**src/rtl/signature_sequencer_pkg.sv**
```systemverilog
// Shared types and constants for the signature sequencer slice.
// Optional feature macro used elsewhere in this slice: SIG_COMPARE_EN.
package signature_pkg;

  typedef enum logic [2:0] {
    IDLE,
    LOAD,
    RUN,
    DRAIN,
    RESP
  } state_t;

  // Seed loaded into the signature counter by each load pulse, and its width.
  localparam logic [7:0]  SIG_SEED = 8'h55;
  localparam int unsigned SIG_W    = 8;

  // Saturate a requested burst length at the collector width.
  function automatic int unsigned clamp_len(input int unsigned len, input int unsigned maxlen);
    return (len > maxlen) ? maxlen : len;
  endfunction

endpackage

```
**src/rtl/signature_sequencer_if.sv**
```systemverilog
// Request/response bundle between test-control logic and the signature sequencer.
// With SIG_COMPARE_EN defined, it also carries golden words and the match flag.
interface signature_sequencer_if #(
  parameter int unsigned NREQ   = 2,
  parameter int unsigned MAXLEN = 16
);
  localparam int unsigned LENW = $clog2(MAXLEN + 1);
  localparam int unsigned IDW  = $clog2(NREQ);

  logic [NREQ-1:0]      req_valid;
  logic [NREQ*LENW-1:0] req_len;
  logic [NREQ-1:0]      req_ready;
  logic                 rsp_valid;
  logic                 rsp_ready;
  logic [IDW-1:0]       rsp_id;
  logic [MAXLEN-1:0]    rsp_sig;
`ifdef SIG_COMPARE_EN
  logic [NREQ*MAXLEN-1:0] req_golden;
  logic                   rsp_match;

  modport master (
    output req_valid, req_len, rsp_ready, req_golden,
    input  req_ready, rsp_valid, rsp_id, rsp_sig, rsp_match
  );
  modport slave (
    input  req_valid, req_len, rsp_ready, req_golden,
    output req_ready, rsp_valid, rsp_id, rsp_sig, rsp_match
  );
`else
  modport master (
    output req_valid, req_len, rsp_ready,
    input  req_ready, rsp_valid, rsp_id, rsp_sig
  );
  modport slave (
    input  req_valid, req_len, rsp_ready,
    output req_ready, rsp_valid, rsp_id, rsp_sig
  );
`endif

endinterface

```
**src/rtl/signature_sequencer_rr_arbiter.sv**
```systemverilog
// Round-robin arbiter: search starts at the pointer, pointer moves past the
// winner whenever a grant is taken.
module rr_arbiter #(
  parameter int unsigned NREQ = 2,
  localparam int unsigned IDW = $clog2(NREQ)
) (
  input  logic            clk,
  input  logic            reset,
  input  logic [NREQ-1:0] i_req,
  input  logic            i_accept,
  output logic            o_any,
  output logic [NREQ-1:0] o_grant,
  output logic [IDW-1:0]  o_id
);

  logic [IDW-1:0] r_ptr;
  int unsigned    w_idx;

  // Pick the first active request at or after the pointer, wrapping around.
  always_comb begin
    o_any   = 1'b0;
    o_grant = '0;
    o_id    = '0;
    w_idx   = 0;
    for (int unsigned i = 0; i < NREQ; i++) begin
      w_idx = (32'(r_ptr) + i) % NREQ;
      if (!o_any && i_req[w_idx]) begin
        o_any          = 1'b1;
        o_grant[w_idx] = 1'b1;
        o_id           = IDW'(w_idx);
      end
    end
  end

  // Pointer advances to the requester after the winner on each taken grant.
  always_ff @(posedge clk) begin
    if (reset) begin
      r_ptr <= '0;
    end else if (i_accept && o_any) begin
      r_ptr <= IDW'((32'(o_id) + 1) % NREQ);
    end
  end

endmodule

```
**src/rtl/signature_sequencer.sv**
```systemverilog
// Shares one signature generator among NREQ requesters: per granted request
// it issues a load pulse, LEN enable cycles, collects the serial q stream and
// returns it with the requester id. Optional macro: SIG_COMPARE_EN adds a
// per-request golden word and a match flag on the response.
module signature_sequencer
  import signature_pkg::*;
#(
  parameter int unsigned NREQ   = 2,
  parameter int unsigned MAXLEN = 16
) (
  input  logic                 clk,
  input  logic                 reset,
  signature_sequencer_if.slave bus,
  output logic                 busy,
  output logic                 sig_ld,
  output logic                 sig_en,
  input  logic                 sig_q
);

  localparam int unsigned LENW = $clog2(MAXLEN + 1);
  localparam int unsigned IDW  = $clog2(NREQ);

  state_t            r_state;
  state_t            w_next;
  logic [IDW-1:0]    r_id;
  logic [LENW-1:0]   r_cnt;
  logic [MAXLEN-1:0] r_sig;
  logic              r_en_d;

  logic              w_any;
  logic [NREQ-1:0]   w_gnt;
  logic [IDW-1:0]    w_gnt_id;
  logic              w_grant;
  logic [NREQ-1:0]   w_req_ready;
  logic [LENW-1:0]   w_len_raw;
  logic [LENW-1:0]   w_len;

  rr_arbiter #(.NREQ(NREQ)) u_arb (
    .clk      (clk),
    .reset    (reset),
    .i_req    (bus.req_valid),
    .i_accept (w_grant),
    .o_any    (w_any),
    .o_grant  (w_gnt),
    .o_id     (w_gnt_id)
  );

  assign w_len_raw = bus.req_len[32'(w_gnt_id)*LENW +: LENW];
  assign w_len     = LENW'(clamp_len(32'(w_len_raw), MAXLEN));

  // State register.
  always_ff @(posedge clk) begin
    if (reset) begin
      r_state <= IDLE;
    end else begin
      r_state <= w_next;
    end
  end

  // Next state and strobes; grants are suppressed while reset is held so
  // that no ready pulse is shown for a grant that cannot be taken.
  always_comb begin
    w_next      = r_state;
    w_grant     = 1'b0;
    w_req_ready = '0;
    sig_ld      = 1'b0;
    sig_en      = 1'b0;
    case (r_state)
      IDLE: begin
        if (w_any && !reset) begin
          w_grant     = 1'b1;
          w_req_ready = w_gnt;
          w_next      = LOAD;
        end
      end
      LOAD: begin
        sig_ld = 1'b1;
        w_next = (r_cnt == '0) ? RESP : RUN;
      end
      RUN: begin
        sig_en = 1'b1;
        if (r_cnt == LENW'(1)) begin
          w_next = DRAIN;
        end
      end
      DRAIN: begin
        w_next = RESP;
      end
      RESP: begin
        if (bus.rsp_ready) begin
          w_next = IDLE;
        end
      end
      default: begin
        w_next = IDLE;
      end
    endcase
  end

  // Burst bookkeeping: latch id/length at grant, count RUN cycles down, and
  // shift q in one cycle behind the enable that produced it.
  always_ff @(posedge clk) begin
    if (reset) begin
      r_id   <= '0;
      r_cnt  <= '0;
      r_sig  <= '0;
      r_en_d <= 1'b0;
    end else begin
      r_en_d <= sig_en;
      if (w_grant) begin
        r_id  <= w_gnt_id;
        r_cnt <= w_len;
        r_sig <= '0;
      end else begin
        if (r_state == RUN) begin
          r_cnt <= r_cnt - LENW'(1);
        end
        if (r_en_d) begin
          r_sig <= {r_sig[MAXLEN-2:0], sig_q};
        end
      end
    end
  end

  assign bus.req_ready = w_req_ready;
  assign bus.rsp_valid = (r_state == RESP);
  assign bus.rsp_id    = r_id;
  assign bus.rsp_sig   = r_sig;
  assign busy          = (r_state != IDLE);

`ifdef SIG_COMPARE_EN
  logic [MAXLEN-1:0] r_gold;

  // Golden word belongs to the granted requester and is frozen at grant.
  always_ff @(posedge clk) begin
    if (reset) begin
      r_gold <= '0;
    end else if (w_grant) begin
      r_gold <= bus.req_golden[32'(w_gnt_id)*MAXLEN +: MAXLEN];
    end
  end

  assign bus.rsp_match = (r_state == RESP) && (r_sig == r_gold);
`endif

endmodule

```
**src/flat_wrapper.sv**
```systemverilog
// flat-port wrapper written by rule: the top's interface ports become plain ports
module signature_sequencer_flat import signature_pkg::*;
#(
  parameter int unsigned NREQ   = 2,
  parameter int unsigned MAXLEN = 16
)
  (clk, reset, busy, sig_ld, sig_en, sig_q, bus_req_valid, bus_req_len, bus_rsp_ready, bus_req_ready, bus_rsp_valid, bus_rsp_id, bus_rsp_sig);
  signature_sequencer_if #(.NREQ(NREQ), .MAXLEN(MAXLEN)) bus_i ();
  input  logic clk;
  input  logic reset;
  output logic busy;
  output logic sig_ld;
  output logic sig_en;
  input  logic sig_q;
  input wire logic [$bits(bus_i.req_valid)-1:0] bus_req_valid;
  input wire logic [$bits(bus_i.req_len)-1:0] bus_req_len;
  input wire logic [$bits(bus_i.rsp_ready)-1:0] bus_rsp_ready;
  output wire logic [$bits(bus_i.req_ready)-1:0] bus_req_ready;
  output wire logic [$bits(bus_i.rsp_valid)-1:0] bus_rsp_valid;
  output wire logic [$bits(bus_i.rsp_id)-1:0] bus_rsp_id;
  output wire logic [$bits(bus_i.rsp_sig)-1:0] bus_rsp_sig;
  assign bus_i.req_valid = bus_req_valid;
  assign bus_i.req_len = bus_req_len;
  assign bus_i.rsp_ready = bus_rsp_ready;
  assign bus_req_ready = bus_i.req_ready;
  assign bus_rsp_valid = bus_i.rsp_valid;
  assign bus_rsp_id = bus_i.rsp_id;
  assign bus_rsp_sig = bus_i.rsp_sig;
  signature_sequencer #(.NREQ(NREQ), .MAXLEN(MAXLEN)) u_core (.clk(clk), .reset(reset), .bus(bus_i), .busy(busy), .sig_ld(sig_ld), .sig_en(sig_en), .sig_q(sig_q));
endmodule
```
**config.mk**
```make
export PLATFORM = sky130hd
export DESIGN_NAME = signature_sequencer_flat
export DESIGN_NICKNAME = d
export VERILOG_FILES = /design/src/rtl/signature_sequencer_pkg.sv /design/src/rtl/signature_sequencer_if.sv /design/src/rtl/signature_sequencer_rr_arbiter.sv /design/src/rtl/signature_sequencer.sv /design/src/flat_wrapper.sv
export SDC_FILE = /design/constraint.sdc
export NUM_CORES = 1
export LEC_CHECK = 0
export CAP_MARGIN = 30
export CORE_MARGIN = 3
export CORE_UTILIZATION = 42
export DETAILED_ROUTE_END_ITERATION = 16
export GPL_ROUTABILITY_DRIVEN = 1
export PLACE_DENSITY_LB_ADDON = 0.25
export SLEW_MARGIN = 20
export SYNTH_ARGS = -nofsm -noshare
export SYNTH_HDL_FRONTEND = slang
export SYNTH_HIERARCHICAL = 1
export SYNTH_SLANG_ARGS = --single-unit
```
**constraint.sdc**
```tcl
create_clock -name clk -period 1.5 [get_ports clk]
set_clock_uncertainty 0.05 [all_clocks]
set_input_delay 0.3 -clock clk [delete_from_list [all_inputs] [get_ports clk]]
set_output_delay 0.3 -clock clk [all_outputs]
set_load 0.02 [all_outputs]
```
==> flow_summary.toml <==
[logic_synthesis]
synth_edf_count = 0
netlist_area_um2 = 1310
seq_area_frac_synth_pct = 41.1
synth-seq-cells = 27
syn-num-nets = 161
syn_area_per_cell_um2 = 9.19
yosysWarnings = 6
ys.flop_type = "dfxtp_1"
async_reset_ff_share_pct = 0
yosysUniqueCellTypes = 41
syn_inst = 143

[critical_path]
r2r_start = "u_core/r_state[2]$_SDFFE_PP0P_"
reg2reg_slack_ps = -100
r2r_cells = 4
reg2reg_to = "u_core/r_cnt[2]$_SDFFE_PP0P_"
end_kind = "primary output"
critPathMaxFanout = 4
startpoint_type = "flip-flop"
worst-setup-path-type = "reg -> out"
worstPathArrival_ps = 1380
cp.required_ps = 1150

[clock_tree]
cts_buffers = 3
cts.path.max_buffers = 2
htree_levels = 1
cts_tree = "done"
cts_root_buf = "clkbuf_4"
path_clk_slew_ps = 160
cts_sinks = 27
clk_latency_ps = 330

[place]
port_buffers = 38
pre_cts_slack_ps = -777
routabilityCongestion = 0.966
place_hpwl_um = 2590
dpl_cell_area_um2 = 1870

[timing]
fin_crit_sh_pct = 115
min_period_ps = 1730
hold_viol_final = 0
drv_slew = 0
postLayoutSetupSlackWorst_ps = -232
worstMarginPinSlew_ps = 394
rsz0062_at_grt = "true"
setup_viol_count_final = 8
max_clock_freq_mhz = 577
slew_headroom_pct = 73.7

[route]
vias = 1335
post-route-drc-count = 0
routed_via_density = 5.32
final_antenna_net_count = 0
wl_um = 3940
wire_per_inst_um = 15.7
first_pass_iters = 4
drt_iter0_markers = 94

[run]
cap_violations = 0

[floorplan]
fp.dieArea_um2 = 3840
core_um2 = 2880
die_h_um = 61.9
io-pin-count = 39
die_x_um = 61.9
initial_core_util_pct = 45.7
rows = 19

[pwr]
ir_drop_mv = 0.818
p_per_area_nw_per_um2 = 1130
p_leak_uw = 0.000914

[worst_hold_path]
hold_path.class = "reg -> reg"
hold_end = "u_core/bus.rsp_id$_SDFFE_PP0P_"
holdPathStages = 2
holdCritStartpoint = "u_core/bus.rsp_id$_SDFFE_PP0P_"

[layout]
fin_nets = 228
stdcell_area_um2 = 2180
final_common_cell = "buf_4"
multiInputGateArea_um2 = 867
drive_above_1_share_pct = 36.4
seq_area_um2 = 554
area_growth_pct = 66.0
nFillCells = 206
n_antenna_cell = 0
layout_common_cells = "buf_4, dfxtp_1, dlygate4sd2_1, nor2_1, mux2i_1"

[global_route]
grt_pass1_wl_um = 5710
grt_remaining_overflow = 0
grt_max_degree = 18
grt_use_total_pct = 20.2
antenna_found_initial = 0
grt_pass1_vias = 1301

[outcome]
status = "complete, but fails checks"
violations = "setup timing"
==> layout make-up <==
cell class	instances	share of cell area, %
sequential	27	25.4
tap	42	2.41
inverter	8	1.72
clock inverter	1	0.402
timing repair buffer	71	29.3
multi-input combinational	99	39.8
clock buffer	3	1.03
==> worst max-delay path: stages (launching register included) <==
cell	delay, ps
dfxtp_4	400
nor3_4	220
buf_4	150
and3_4	180
buf_6	110
==> Yosys cell counts (2+ instances only) <==
cell      number  area share [%]
nand2b_1       3             1.4
a221oi_1       2             1.3
a22oi_1        2             1.1
o41ai_1        2             1.3
and3b_1        3             2.0
a21boi_0       3             1.7
buf_2          3             1.1
clkbuf_1       4             1.1
o211ai_1       2             1.1
nor4b_1        2             1.3
a311oi_1       2             1.3
and3_1         2            0.95
a21o_1         2             1.1
o21ai_0        4             1.5
inv_1          6             1.7
nor4_1         4             1.9
dfxtp_1       27              41
mux2i_1       17              13
inv_2          2            0.57
ha_1           2             1.9
nor2_1        20             5.7
nor3b_1        4             2.3
nand2_1        4             1.1
nor2b_1        4             1.9
==> sequential cells by signal (all words and copies together), names as in the netlist, named ones only <==
signal / flops
u_core/bus.rsp_id: 1
u_core/bus.rsp_sig: 16
u_core/r_cnt: 5
u_core/r_en_d: 1
u_core/r_state: 3
==> cells by family after synthesis <==
kind of cell | Yosys count | synth area share [%]
AOI/OAI and AO/OA | 27 | 15.5
adders and majority gates | 2 | 1.90
buffers and inverters | 17 | 6.00
DFF | 27 | 41.1
muxes | 17 | 13.0
and+or+nand+nor | 53 | 22.5
==> metal layers <==
| layer | part of all wire (%) | global-route usage, % | vias to the layer above |
|---|---|---|---|
| li1 | - | - | 650 |
| met1 | 41 | 24.7 | 644 |
| met2 | 53 | 35.0 | 31 |
| met3 | 3.1 | 4.96 | 10 |
| met4 | 2.0 | 5.76 | 0 |
| met5 | 0 | 0 | - |
==> worst max-delay path by stage <==
stage,start,end,slack [ps],cells after the start
4_1_cts,u_core/r_state[1]$_SDFFE_PP0P_,bus_req_ready[1],-220,4
3_3_place_gp,bus_req_valid[1],bus_req_ready[1],-710,5
6_report,u_core/r_state[1]$_SDFFE_PP0P_,bus_req_ready[0],-230,4
3_5_place_dp,bus_req_valid[1],bus_req_ready[1],-780,5
5_1_grt,u_core/r_state[1]$_SDFFE_PP0P_,bus_req_ready[1],-270,4
2_1_floorplan,u_core/r_state[1]$_SDFFE_PP0P_,u_core/r_cnt[2]$_SDFFE_PP0P_,-20,5
==> stage by stage <==
stage	cells	hold WS (ps)	util, %	TNS [ps]	power [uW]
2_1_floorplan	143	312	-	-33.4	1280
3_3_place_gp	236	415	64.9	-8960	1600
3_5_place_dp	236	429	64.9	-11020	1630
4_1_cts	248	454	71.0	-1060	2190
5_1_grt	251	462	75.8	-1520	2580
6_report	251	454	75.8	-1150	2470
==> power breakdown <==
| part | internal (uW) | leakage (uW) | switching (uW) |
|---|---|---|---|
| Clock | 109 | 0.0000183 | 232 |
| Sequential | 786 | 0.000222 | 89.0 |
| Combinational | 681 | 0.000674 | 576 |
| Total | 1580 | 0.000914 | 897 |
==> what timing repair did <==
item	in CTS	in global routing
endpoints found under the hold margin	0	0
hold buffers	0	0
pin swaps	5	5
resized for setup	79	27
endpoints found under the setup margin	46	12
buffers inserted	8	5
No activity file was read; power rests on OpenSTA's default activity.
